<file path="src/rtl/ov7670_pkg.sv">
// rtl/ov7670_pkg.sv - shared types and constants for the OV7670 configuration sequencer
//
// Contents:
//   cfg_state_t          configuration FSM state encoding
//   COM7_ADDR            COM7 register address (holds the soft-reset bit)
//   COM7_SOFT_RESET_BIT  bit of COM7 that triggers a sensor soft reset
//   ROM_TERMINATOR       command-table end marker
//   DEFAULT_CAM_ID       SCCB write ID of the OV7670
//   is_soft_reset()      true when a {reg, value} pair resets the sensor
package ov7670_pkg;

  typedef enum logic [2:0] {
    ST_IDLE,
    ST_SETTLE,
    ST_CHECK,
    ST_ISSUE,
    ST_WAIT,
    ST_DELAY,
    ST_NEXT,
    ST_DONE
  } cfg_state_t;

  localparam logic [7:0]  COM7_ADDR           = 8'h12;
  localparam int          COM7_SOFT_RESET_BIT = 7;
  localparam logic [15:0] ROM_TERMINATOR      = 16'hFFFF;
  localparam logic [7:0]  DEFAULT_CAM_ID      = 8'h42;

  function automatic logic is_soft_reset(input logic [7:0] reg_addr,
                                         input logic [7:0] value);
    return (reg_addr == COM7_ADDR) && value[COM7_SOFT_RESET_BIT];
  endfunction

endpackage

</file>
<file path="src/rtl/cfg_delay_timer.sv">
// rtl/cfg_delay_timer.sv - loadable down-counter with a single-cycle expiry pulse
//
// Ports:
//   clk        in   clock
//   rst_n      in   asynchronous active-low reset
//   load_i     in   load count_i and start counting from the next cycle
//   count_i    in   number of running cycles before expiry (0 behaves as 1)
//   expired_o  out  high for exactly one cycle, the last running cycle
module cfg_delay_timer #(
  parameter int WIDTH = 8
) (
  input  logic             clk,
  input  logic             rst_n,
  input  logic             load_i,
  input  logic [WIDTH-1:0] count_i,
  output logic             expired_o
);

  logic [WIDTH-1:0] cnt_q;
  logic             running_q;

  // Expiry is flagged while the count reads 1 (or 0 for a zero-length
  // load), so a load of N yields exactly N running cycles and a load of 0
  // still passes through in a single cycle.
  assign expired_o = running_q && (cnt_q <= WIDTH'(1));

  always_ff @(posedge clk or negedge rst_n) begin
    if (!rst_n) begin
      cnt_q     <= '0;
      running_q <= 1'b0;
    end else if (load_i) begin
      cnt_q     <= count_i;
      running_q <= 1'b1;
    end else if (running_q) begin
      if (expired_o) begin
        running_q <= 1'b0;
      end else begin
        cnt_q <= cnt_q - WIDTH'(1);
      end
    end
  end

endmodule

</file>
<file path="src/rtl/ov7670_config_ctrl.sv">
// rtl/ov7670_config_ctrl.sv - walks the OV7670 register table and issues SCCB writes
//
// Ports:
//   clk, rst_n        clock, asynchronous active-low reset
//   start_i           one-cycle pulse, starts configuration (IDLE only)
//   rom_command_i     table entry {reg[15:8], value[7:0]}
//   rom_finished_i    table entry is the terminator
//   rom_advance_o     one-cycle pulse, step the table
//   sccb_req_o        write request to the SCCB master
//   sccb_id_o/reg_o/data_o  write bytes, stable while sccb_req_o is high
//   sccb_ready_i      master can accept a request
//   sccb_done_i       one-cycle pulse, transaction finished
//   sccb_nack_i       qualifies sccb_done_i: slave did not acknowledge
//   busy_o            configuration in progress
//   config_done_o     sticky, terminator reached
//   error_o           sticky, an entry was dropped after all retries
//   write_count_o     acknowledged writes, saturating
module ov7670_config_ctrl
  import ov7670_pkg::*;
#(
  parameter int         CLK_FREQ_HZ    = 25_000_000,
  parameter int         RESET_DELAY_US = 1000,
  parameter logic [7:0] CAM_ID         = DEFAULT_CAM_ID,
  parameter int         MAX_RETRY      = 2
) (
  input  logic        clk,
  input  logic        rst_n,
  input  logic        start_i,
  input  logic [15:0] rom_command_i,
  input  logic        rom_finished_i,
  output logic        rom_advance_o,
  output logic        sccb_req_o,
  output logic [7:0]  sccb_id_o,
  output logic [7:0]  sccb_reg_o,
  output logic [7:0]  sccb_data_o,
  input  logic        sccb_ready_i,
  input  logic        sccb_done_i,
  input  logic        sccb_nack_i,
  output logic        busy_o,
  output logic        config_done_o,
  output logic        error_o,
  output logic [7:0]  write_count_o
);

  localparam int DELAY_CYCLES = CLK_FREQ_HZ / 1_000_000 * RESET_DELAY_US;
  localparam int DELAY_W_RAW  = $clog2(DELAY_CYCLES + 1);
  localparam int DELAY_W      = (DELAY_W_RAW < 1) ? 1 : DELAY_W_RAW;
  localparam int RETRY_W      = (MAX_RETRY < 1) ? 1 : $clog2(MAX_RETRY + 1);

  localparam logic [DELAY_W-1:0] DELAY_LOAD = DELAY_W'(DELAY_CYCLES);
  localparam logic [RETRY_W-1:0] RETRY_MAX  = RETRY_W'(MAX_RETRY);

  cfg_state_t         state_q;
  logic               settle_q;
  logic [RETRY_W-1:0] retry_q;
  logic               sccb_req_q;
  logic [7:0]         sccb_id_q;
  logic [7:0]         sccb_reg_q;
  logic [7:0]         sccb_data_q;
  logic               rom_advance_q;
  logic               busy_q;
  logic               config_done_q;
  logic               error_q;
  logic [7:0]         write_count_q;
  logic [7:0]         write_count_d;

  logic table_end;
  logic soft_reset_w;
  logic write_acked;
  logic delay_load;
  logic delay_expired;

  // The terminator is recognised from either the table flag or the raw
  // marker value, so a table that only encodes one of them still ends.
  assign table_end     = rom_finished_i | (rom_command_i == ROM_TERMINATOR);
  assign soft_reset_w  = is_soft_reset(sccb_reg_q, sccb_data_q);
  assign write_acked   = (state_q == ST_WAIT) && sccb_done_i && !sccb_nack_i;
  assign write_count_d = (write_count_q == 8'hFF) ? write_count_q
                                                  : write_count_q + 8'd1;

  // The timer is loaded on the same edge the FSM enters DELAY, so its
  // first running cycle is the first DELAY cycle.
  assign delay_load = write_acked && soft_reset_w;

  cfg_delay_timer #(
    .WIDTH (DELAY_W)
  ) u_delay_timer (
    .clk       (clk),
    .rst_n     (rst_n),
    .load_i    (delay_load),
    .count_i   (DELAY_LOAD),
    .expired_o (delay_expired)
  );

  always_ff @(posedge clk or negedge rst_n) begin
    if (!rst_n) begin
      state_q       <= ST_IDLE;
      settle_q      <= 1'b0;
      retry_q       <= '0;
      sccb_req_q    <= 1'b0;
      sccb_id_q     <= 8'h00;
      sccb_reg_q    <= 8'h00;
      sccb_data_q   <= 8'h00;
      rom_advance_q <= 1'b0;
      busy_q        <= 1'b0;
      config_done_q <= 1'b0;
      error_q       <= 1'b0;
      write_count_q <= 8'h00;
    end else begin
      rom_advance_q <= 1'b0;

      case (state_q)
        ST_IDLE: begin
          if (start_i) begin
            state_q  <= ST_SETTLE;
            settle_q <= 1'b0;
            busy_q   <= 1'b1;
          end
        end

        // Two cycles cover the table's registered address-to-data path.
        ST_SETTLE: begin
          if (settle_q) begin
            settle_q <= 1'b0;
            state_q  <= ST_CHECK;
          end else begin
            settle_q <= 1'b1;
          end
        end

        ST_CHECK: begin
          if (table_end) begin
            state_q       <= ST_DONE;
            busy_q        <= 1'b0;
            config_done_q <= 1'b1;
          end else begin
            sccb_id_q   <= CAM_ID;
            sccb_reg_q  <= rom_command_i[15:8];
            sccb_data_q <= rom_command_i[7:0];
            retry_q     <= '0;
            sccb_req_q  <= 1'b1;
            state_q     <= ST_ISSUE;
          end
        end

        // sccb_req_q is high for the whole ISSUE state; acceptance is the
        // first edge with ready, after which the request drops.
        ST_ISSUE: begin
          if (sccb_ready_i) begin
            sccb_req_q <= 1'b0;
            state_q    <= ST_WAIT;
          end
        end

        ST_WAIT: begin
          if (sccb_done_i) begin
            if (!sccb_nack_i) begin
              write_count_q <= write_count_d;
              if (soft_reset_w) begin
                state_q <= ST_DELAY;
              end else begin
                state_q       <= ST_NEXT;
                rom_advance_q <= 1'b1;
              end
            end else if (retry_q < RETRY_MAX) begin
              retry_q    <= retry_q + RETRY_W'(1);
              sccb_req_q <= 1'b1;
              state_q    <= ST_ISSUE;
            end else begin
              error_q       <= 1'b1;
              state_q       <= ST_NEXT;
              rom_advance_q <= 1'b1;
            end
          end
        end

        ST_DELAY: begin
          if (delay_expired) begin
            state_q       <= ST_NEXT;
            rom_advance_q <= 1'b1;
          end
        end

        ST_NEXT: begin
          state_q  <= ST_SETTLE;
          settle_q <= 1'b0;
        end

        // Terminal until reset; the table cannot be rewound from here.
        ST_DONE: begin
          state_q <= ST_DONE;
        end

        default: begin
          state_q <= ST_IDLE;
        end
      endcase
    end
  end

  assign rom_advance_o = rom_advance_q;
  assign sccb_req_o    = sccb_req_q;
  assign sccb_id_o     = sccb_id_q;
  assign sccb_reg_o    = sccb_reg_q;
  assign sccb_data_o   = sccb_data_q;
  assign busy_o        = busy_q;
  assign config_done_o = config_done_q;
  assign error_o       = error_q;
  assign write_count_o = write_count_q;

endmodule

</file>
<file path="config.mk">
export PLATFORM = sky130hd
export DESIGN_NAME = ov7670_config_ctrl
export DESIGN_NICKNAME = d
export VERILOG_FILES = /design/src/rtl/ov7670_pkg.sv /design/src/rtl/cfg_delay_timer.sv /design/src/rtl/ov7670_config_ctrl.sv
export SDC_FILE = /design/constraint.sdc
export NUM_CORES = 1
export LEC_CHECK = 0
export ABC_AREA = 1
export CELL_PAD_IN_SITES_DETAIL_PLACEMENT = 2
export CELL_PAD_IN_SITES_GLOBAL_PLACEMENT = 2
export CORE_MARGIN = 2
export CORE_UTILIZATION = 32
export DETAILED_ROUTE_END_ITERATION = 16
export GPL_ROUTABILITY_DRIVEN = 0
export PLACE_DENSITY_LB_ADDON = 0.1
export SYNTH_ARGS = -nofsm -noshare
export SYNTH_HDL_FRONTEND = slang
export SYNTH_HIERARCHICAL = 1
export SYNTH_SLANG_ARGS = --single-unit
</file>
<file path="constraint.sdc">
create_clock -name clk -period 5.1 [get_ports clk]
set_input_delay 1.53 -clock clk [delete_from_list [all_inputs] [get_ports clk]]
set_output_delay 1.53 -clock clk [all_outputs]
set_load 0.02 [all_outputs]
</file>
# After elaboration in Yosys (flattened, before gate mapping)
# Cells that the tools add are included.
# totals
register_bits	52
input_bits	23
out_inout_bits	37
word_cells	105
# op_classes
addsub	3
n_lt_le_gt_ge	2
n_eq_ne	20
n_mux	39
n_bitwise	5
n_reduce_logical	22
# ops
operator	n
$mux W15	3
$mux W3	8
$pmux W3 S8	1
$ne A2 B2 Y1 const B	9
$mux W1	17
$eq A16 B16 Y1 const B	1
$le A15 B1 Y1 const B	1
$sub A15 B1 Y15 const B	1
$eq A3 B3 Y1 const B	4
$mux W2	5
$reduce_and A5 Y1	2
$add A8 B1 Y8 const B	1
$eq A8 B5 Y1 const B	1
$eq A8 B8 Y1 const B	1
$reduce_and A2 Y1	4
$reduce_and A4 Y1	2
$eq A3 B2 Y1 const B	2
$pmux W1 S3	2
$reduce_and A6 Y1	1
$reduce_bool A2 Y1	3
$reduce_bool A3 Y1	2
$logic_and A1 B1 Y1	5
$not A1 Y1	4
$pmux W1 S2	2
9 further kinds	9

# Logic depth before layout (Yosys ltp)
# Gate-level depths: netlist (run 1).
# logic_depth
word_depth	6
mapped_depth	13
ltp_nobuf	13

# Hierarchy
# The synthesis (run 1) kept the hierarchy.
# by_module_without_submodules
module	n_inst	cells_per_inst	area_per_inst_um2	seq_area_each_um2
ov7670_config_ctrl	1	251	1945.6	900.9
cfg_delay_timer	1	197	1290.0	400.4

# Worst setup path before layout (run 1)
# No wires, ideal clock.
# synth_timing
path_kind	input to register
start	input sccb_nack_i
end	register u_delay_timer.cnt_q[6]
setup_time_ns	0.118
t_arrival_ns	2.609
t_required_ns	4.982
path_slack_ns	2.372
cell_stages	12
path_buffers	2
path_cell_list	inv_1 > nand2_1 > nor3_1 > nand3_1 > nor2_1 > buf_2 > inv_1 > buf_4 > nand2_1 > nand2_1 > nand2_2 > o21ai_2
# synth_between
elab_chain_len	5
word_cells_on_any_way	7
classes_between	eq/ne: 1; mux: 1; reduce/logical: 5
# synth_rtl
element	line	source
start, declared	ov7670_config_ctrl.sv:38	input logic sccb_nack_i,
$logic_not A1 Y1 *	n/a	
$logic_and A1 B1 Y1 *	ov7670_config_ctrl.sv:77	assign write_acked = (state_q == ST_WAIT) && sccb_done_i && !sccb_nack_i;
$logic_and A1 B1 Y1 *	ov7670_config_ctrl.sv:83	assign delay_load = write_acked && soft_reset_w;
via delay_load	ov7670_config_ctrl.sv:70	logic delay_load;
$ne A2 B2 Y1 (no line) or $reduce_bool A2 Y1 (tied branches)	n/a	
$reduce_and A2 Y1 (no line)	n/a	
end signal, assigned	cfg_delay_timer.sv:32	cnt_q <= count_i;
end signal, assigned	cfg_delay_timer.sv:38	cnt_q <= cnt_q - WIDTH'(1);
end, declared	cfg_delay_timer.sv:19	logic [WIDTH-1:0] cnt_q;
# The timed path passes the listed nets; every way through them passes the cells marked *.
# A chain may end at the register's enable or synchronous reset.

# Worst setup path after layout (run 1)
# layout_timing
start	input sccb_nack_i
end	register u_delay_timer.cnt_q[9]
# The elaborated chain is that of the path after synthesis.

==> results of run 1 <==
-- worst max-delay path: stages --
cell and delay (ns):
clkdlybuf4s50_1 0.49, inv_1 0.11, nand2_1 0.05, nor3_1 0.16, nand3_1 0.15, nor2_1 0.12, buf_4 0.23, inv_1 0.31
nand2_4 0.40, inv_2 0.14, nand2_1 0.09, nand2_1 0.05
-- kinds of logic (layout without fill, tap and decap cells) --
group           count (synthesis)  after routing  synth area share
xor+xnor                        6              6            0.0162
fa+ha+maj                       3              3            0.0116
flops                          52             52             0.402
other cells                     2             21           0.00232
buf+inv                        76            121             0.110
compound gates                 49             49            0.0878
simple gates                  260            260             0.370
-- per-stage QoR --
stage	cell area (µm²)	cells	hold slack [ns]	power (mW)
finish	3960	645	0.489	2.15
global route	3960	645	0.531	2.37
CTS	3960	645	0.495	2.20
detailed placement	3880	638	0.468	1.95
global placement	3880	638	0.450	1.88
floorplan	3310	467	0.458	1.55
-- cells in the final DEF, fill, tap and decap left out --
cell type        instances
clkdlybuf4s50_1         52
xor2_1                   4
buf_4                    2
a21oi_2                  1
inv_1                   52
clkbuf_1                 1
o22ai_1                  1
o21ai_0                 13
nand2_1                159
nand3b_2                 1
inv_2                    7
ha_1                     3
nand3_4                  2
a211oi_1                 1
clkbuf_8                 5
clkinv_2                 1
a41o_1                   1
nand3_2                  2
nor3_1                   4
dfrtp_1                 52
nor2_4                   4
conb_1                  21
nand3_1                 22
nor3_4                   1
buf_2                    1
nand2_4                  3
o21ai_1                 16
a21oi_1                  9
nor2_1                  37
o21ai_2                  7
xnor2_1                  2
nor2_2                   6
nor2_8                   1
nand2_2                 11
nand4_1                  7
-- layer usage --
layer,wire [µm],vias to the layer above,global-route usage
met2,4610,46,0.316
met5,0,-,0
met4,102,0,0.0473
met3,440,6,0.0443
met1,4070,1496,0.219
li1,-,1484,-
-- cell usage after synthesis (all sizes together) --
cell type / number
dfrtp: 52
a21oi: 10
inv: 59
clkbuf: 1
xnor2: 2
nand4: 7
a211oi: 1
nor2: 48
buf: 16
conb: 2
nand2: 173
nor3: 5
ha: 3
nand3b: 1
o22ai: 1
o21ai: 36
nand3: 26
xor2: 4
a41o: 1
-- report_power, final --
part	total [mW]	leakage [nW]	switching (mW)	internal [mW]
combinational	1.18	1.36	0.726	0.449
sequential	0.731	0.654	0.163	0.568
clock	0.245	0.0410	0.150	0.0942
total	2.15	2.05	1.04	1.11
-- registers in the layout, indices dropped and copies added (netlist names), 2 cells and up --
name and count:
retry_q 2, sccb_data_o 8, sccb_reg_o 8, state_q 3, u_delay_timer/cnt_q 15, write_count_o 8
-- final cells by class --
| class | instances | area [µm²] |
|---|---|---|
| Inverter | 59 | 221 |
| Clock buffer | 6 | 72.6 |
| Timing Repair Buffer | 55 | 541 |
| Tap cell | 133 | 166 |
| Clock inverter | 1 | 5.00 |
| Fill cell | 1183 | 5820 |
| Multi-Input combinational cell | 339 | 1650 |
| Sequential cell | 52 | 1300 |
-- path summary, 6_finish.rpt --
kind                             start  slack (ns)                endpoint
max                        sccb_nack_i        1.47  u_delay_timer/cnt_q[9]
min                            error_o        0.49                 error_o
max reg2reg                 state_q[0]        2.57  u_delay_timer/cnt_q[9]
min reg2reg                    error_o        0.49                 error_o
max in group asynchronous        rst_n        3.04           config_done_o
min in group asynchronous        rst_n        1.23  u_delay_timer/cnt_q[7]
==> results.md, run 1 <==
* Synth area leader: dfrtp_1
* Setup CP Type: in2reg
* Fin worst setup slack at 1.47 ns
* Hold Crit Class: reg2reg
* Post-CTS Hold Fix Bufs at 0
* Setup TNS Final at 0 ns
* Postcts setup bufs at 0
* Initial Util at 0.331
* Crit start category: input port
* Area grow syn2layout at 22.3%
* CTS tree: yes
* Tcrit/Tclk final at 0.711
* H-tree levels at 2
* HPWL Detailed at 7180 µm
* Initial drt markers at 38
* Die H at 105 µm
* CTS Buf Count at 5
* # clock sinks at 52
* Synth Warn # at 6
* Clock-pin slew on the worst setup and hold paths at 0.10 ns
* PwrDens at 543 nW/µm²
* Fin nets at 538
* Slew headroom at 0.554
* Die area at 10900 µm²
* Finished Core Util at 0.405
* Avg Cell Area, Syn at 7.22 µm²
* Residual DRC at 0
* Clock Path Buffers at 2
* Clk root buf: clkbuf_8
* WL per Instance at 14.3 µm
* Core ar. at 9770 µm²
* Min Tclk post-route at 3.63 ns
* Tot GR Track Use at 0.180
* Critical path peak fanout at 22
* First-pass GRT wire length at 16100 µm
* I/O Pins at 60
* IO Port Bufs at 53
* DR vias at 3032
* Die W at 105 µm
* Synth Cell Area at 3240 µm²
* Max-Cap Viols at 0
* Latest clock arrival within the worst-skew pair at 0.32 ns
* Largest net degree at the start of global routing at 36
* Final hold violations at 0
* Initial antenna violation count at 0
* Post-CTS sizing at 0
* RSZ-0062 raised after global routing: no
* F_max at 276 MHz
* Least-Margin Pin Slew at 0.670 ns
* ANT cells at 0
* Post-DR vias/cell at 4.70
* Kind of end point of the critical path: flop
* Arrival time worst endpoint at 3.84 ns
* Synth top area share at 0.402
* Max-slew violation count at 0
* Distinct cells, synth at 33
* Leak pwr at 2.05 nW
* Final setup fails at 0
* Drt total wl at 9220 µm
* Register area share after synthesis at 0.402
* Global route total overflow at 0
* Layout cells sized above 1 at 0.107
* Top cells by area, synth: dfrtp_1 (40%), nand2_1 (18%), inv_1 (6.0%)
* Status: completed
* Maximum vdd ir drop at 0.218 mV
* Worst EP required at 5.32 ns
* DRT Pass-1 Iters at 4
* Post-synthesis cell count at 448
* Clock Skews at 0.00590 ns
* Vias in the first global route at 3361
* Worst Hold Path Cells at 1
* Rows at 36
* Worst Reg-to-Reg Cells at 11
* Worst slack, placed at 1.11 ns
* Post-route ant nets at 0
* Seq cells post-synth at 52
No activity file was read; power rests on OpenSTA's default activity.
==> run 2, diff against run 1 <==
- CORE_UTILIZATION: 32 -> 29
- clock period: 5.1 -> 3.7 ns (I/O delays scaled with it)
==> results.md, run 2 (same netlist as run 1, synthesis figures left out) <==
* Status: completed
* Setup TNS Final at 0 ns
* Largest net degree at the start of global routing at 38
* Rows at 38
* Clock power share at 0.117
* Worst hold path endpoint: error_o
* DR vias at 2977
* Reg power frac at 0.340
* Area grow syn2layout at 23.0%
* Arrival time worst endpoint at 3.15 ns
* Leak pwr at 2.06 nW
* Most frequent cells in the layout: nand2_1 (159), inv_1 (52), dfrtp_1 (52), clkdlybuf4s50_1 (52), nor2_1 (37)
* Core ar. at 10800 µm²
* Slowest cell on crit path: clkdlybuf4s50_1
* R2R Path Start: state_q[0]
* Clock-pin slew on the worst setup and hold paths at 0.10 ns
* Residual DRC at 0
* Post-route ant nets at 0
* CTS tree: yes
* Final setup fails at 0
* IO Port Bufs at 53
* Initial drt markers at 74
* Max-slew violation count at 0
* Int Pwr at 1.55 mW
* Post-CTS sizing at 0
* F_max at 340 MHz
* HPWL Detailed at 7310 µm
* # clock sinks at 52
* Net Sw Power at 1.44 mW
* ANT cells at 0
* Die W at 110 µm
* Fin nets at 538
* Initial antenna violation count at 0
* Max-Cap Viols at 0
* CTS Buf Count at 5
* Vias in the first global route at 3252
* Largest stage delay on the critical path at 0.48 ns
* Crit start category: input port
* Combinational share of power at 0.542
* Top reg by flops: u_delay_timer/cnt_q
* Post-place instance area at 3890 µm²
* Post-DR vias/cell at 4.56
* Critical path's most frequent cell: nand2_1
* Pwr Total at 2.99 mW
* Tot GR Track Use at 0.171
* Worst Reg-to-Reg Cells at 10
* Critical path peak fanout at 22
* Final hold violations at 0
* Initial Util at 0.298
* Setup CP Type: in2reg
* Maximum vdd ir drop at 0.256 mV
* WL per Instance at 14.4 µm
* Max reg flops at 15
* Kind of end point of the critical path: flop
* CP cell instances: clkdlybuf4s50_1, inv_1, nand2_1, nor3_1, nand3_1, nor2_1, inv_1, nand2_4, inv_2, nand2_1, nand2_1
* Post-CTS Hold Fix Bufs at 0
* Most common cell after layout, fill and taps aside: nand2_1
* First-pass GRT wire length at 16100 µm
* Global route total overflow at 0
* Layout cells sized above 1 at 0.111
* Min Tclk post-route at 2.94 ns
* Reg2reg end: u_delay_timer/cnt_q[9]
* Clock Skews at 0.0159 ns
* Slew headroom at 0.606
* RSZ-0062 raised after global routing: no
* Switch share at 0.481
* Clock Path Buffers at 2
* Tcrit/Tclk final at 0.796
* Worst hold start: error_o
* Fill count at 1326
* I/O Pins at 60
* Postcts setup bufs at 0
* Worst EP required at 3.90 ns
* DRT Pass-1 Iters at 4
* PwrDens at 751 nW/µm²
* FF-to-FF setup slack at 1.43 ns
* Finished Cell Area at 3980 µm²
* Drt total wl at 9380 µm
* Least-Margin Pin Slew at 0.590 ns
* Hold Crit Class: reg2reg
* Clk root buf: clkbuf_8
* Latest clock arrival within the worst-skew pair at 0.31 ns
* Die area at 12000 µm²
* H-tree levels at 2
* Die H at 110 µm
* Worst Hold Path Cells at 1
-- run 2: cell count changes in the layout (fill, tap and decap cells not counted) --
| cell | before | now |
|---|---|---|
| clkbuf_1 | 1 | 0 |
| clkbuf_8 | 5 | 6 |
| clkinv_2 | 1 | 2 |
-- run 2: worst max-delay path: cells and delay by family --
family,cells,cell delay [ns]
buffers and inverters,4,1.00
AND/OR/NAND/NOR,7,1.03
-- run 2: cell type report --
type / count / area [µm²] / share of cell area
Inverter: 59 / 221 / 0.0556
Sequential cell: 52 / 1300 / 0.327
Tap cell: 140 / 175 / 0.0440
Timing Repair Buffer: 55 / 541 / 0.136
Clock inverter: 2 / 10.0 / 0.00251
Clock buffer: 6 / 82.6 / 0.0207
Multi-Input combinational cell: 339 / 1650 / 0.415
-- run 2: worst max path at each step --
stage | start | to | slack (ns) | cells after the start
3_5_place_dp | sccb_nack_i | u_delay_timer/cnt_q[9] | 0.34 | 11
2_1_floorplan | sccb_nack_i | u_delay_timer/cnt_q[6] | 1.39 | 12
3_3_place_gp | sccb_nack_i | u_delay_timer/cnt_q[11] | 0.48 | 11
5_1_grt | sccb_nack_i | u_delay_timer/cnt_q[10] | 0.42 | 11
4_1_cts | sccb_nack_i | u_delay_timer/cnt_q[9] | 0.66 | 11
6_report | sccb_nack_i | u_delay_timer/cnt_q[9] | 0.76 | 11
-- run 2: stage by stage --
stage | hold WS [ns] | util | std cells | worst slack, ns
after floorplan | 0.458 | - | 467 | 1.39
after global placement | 0.449 | 0.359 | 645 | 0.480
after detailed placement | 0.460 | 0.359 | 645 | 0.341
after CTS | 0.485 | 0.367 | 653 | 0.663
after global routing | 0.510 | 0.367 | 653 | 0.424
final | 0.476 | 0.367 | 653 | 0.755
-- run 2: metal layers --
metal  share of wire  track usage  routed length (µm)  vias up
met5               0            0                   0        -
met4          0.0072       0.0353                  68        0
li1                -            -                   -     1487
met2            0.49        0.289                4560       40
met3           0.041       0.0427                 389        5
met1            0.47        0.220                4370     1445
-- run 2: power groups by stage --
stage	Combinational [mW]	Sequential, mW	Clock, mW
3_3_place_gp	1.59	1.02	0
2_1_floorplan	1.05	1.09	0
6_report	1.62	1.02	0.351
4_1_cts	1.66	1.03	0.372
3_5_place_dp	1.65	1.03	0
5_1_grt	1.85	1.06	0.391
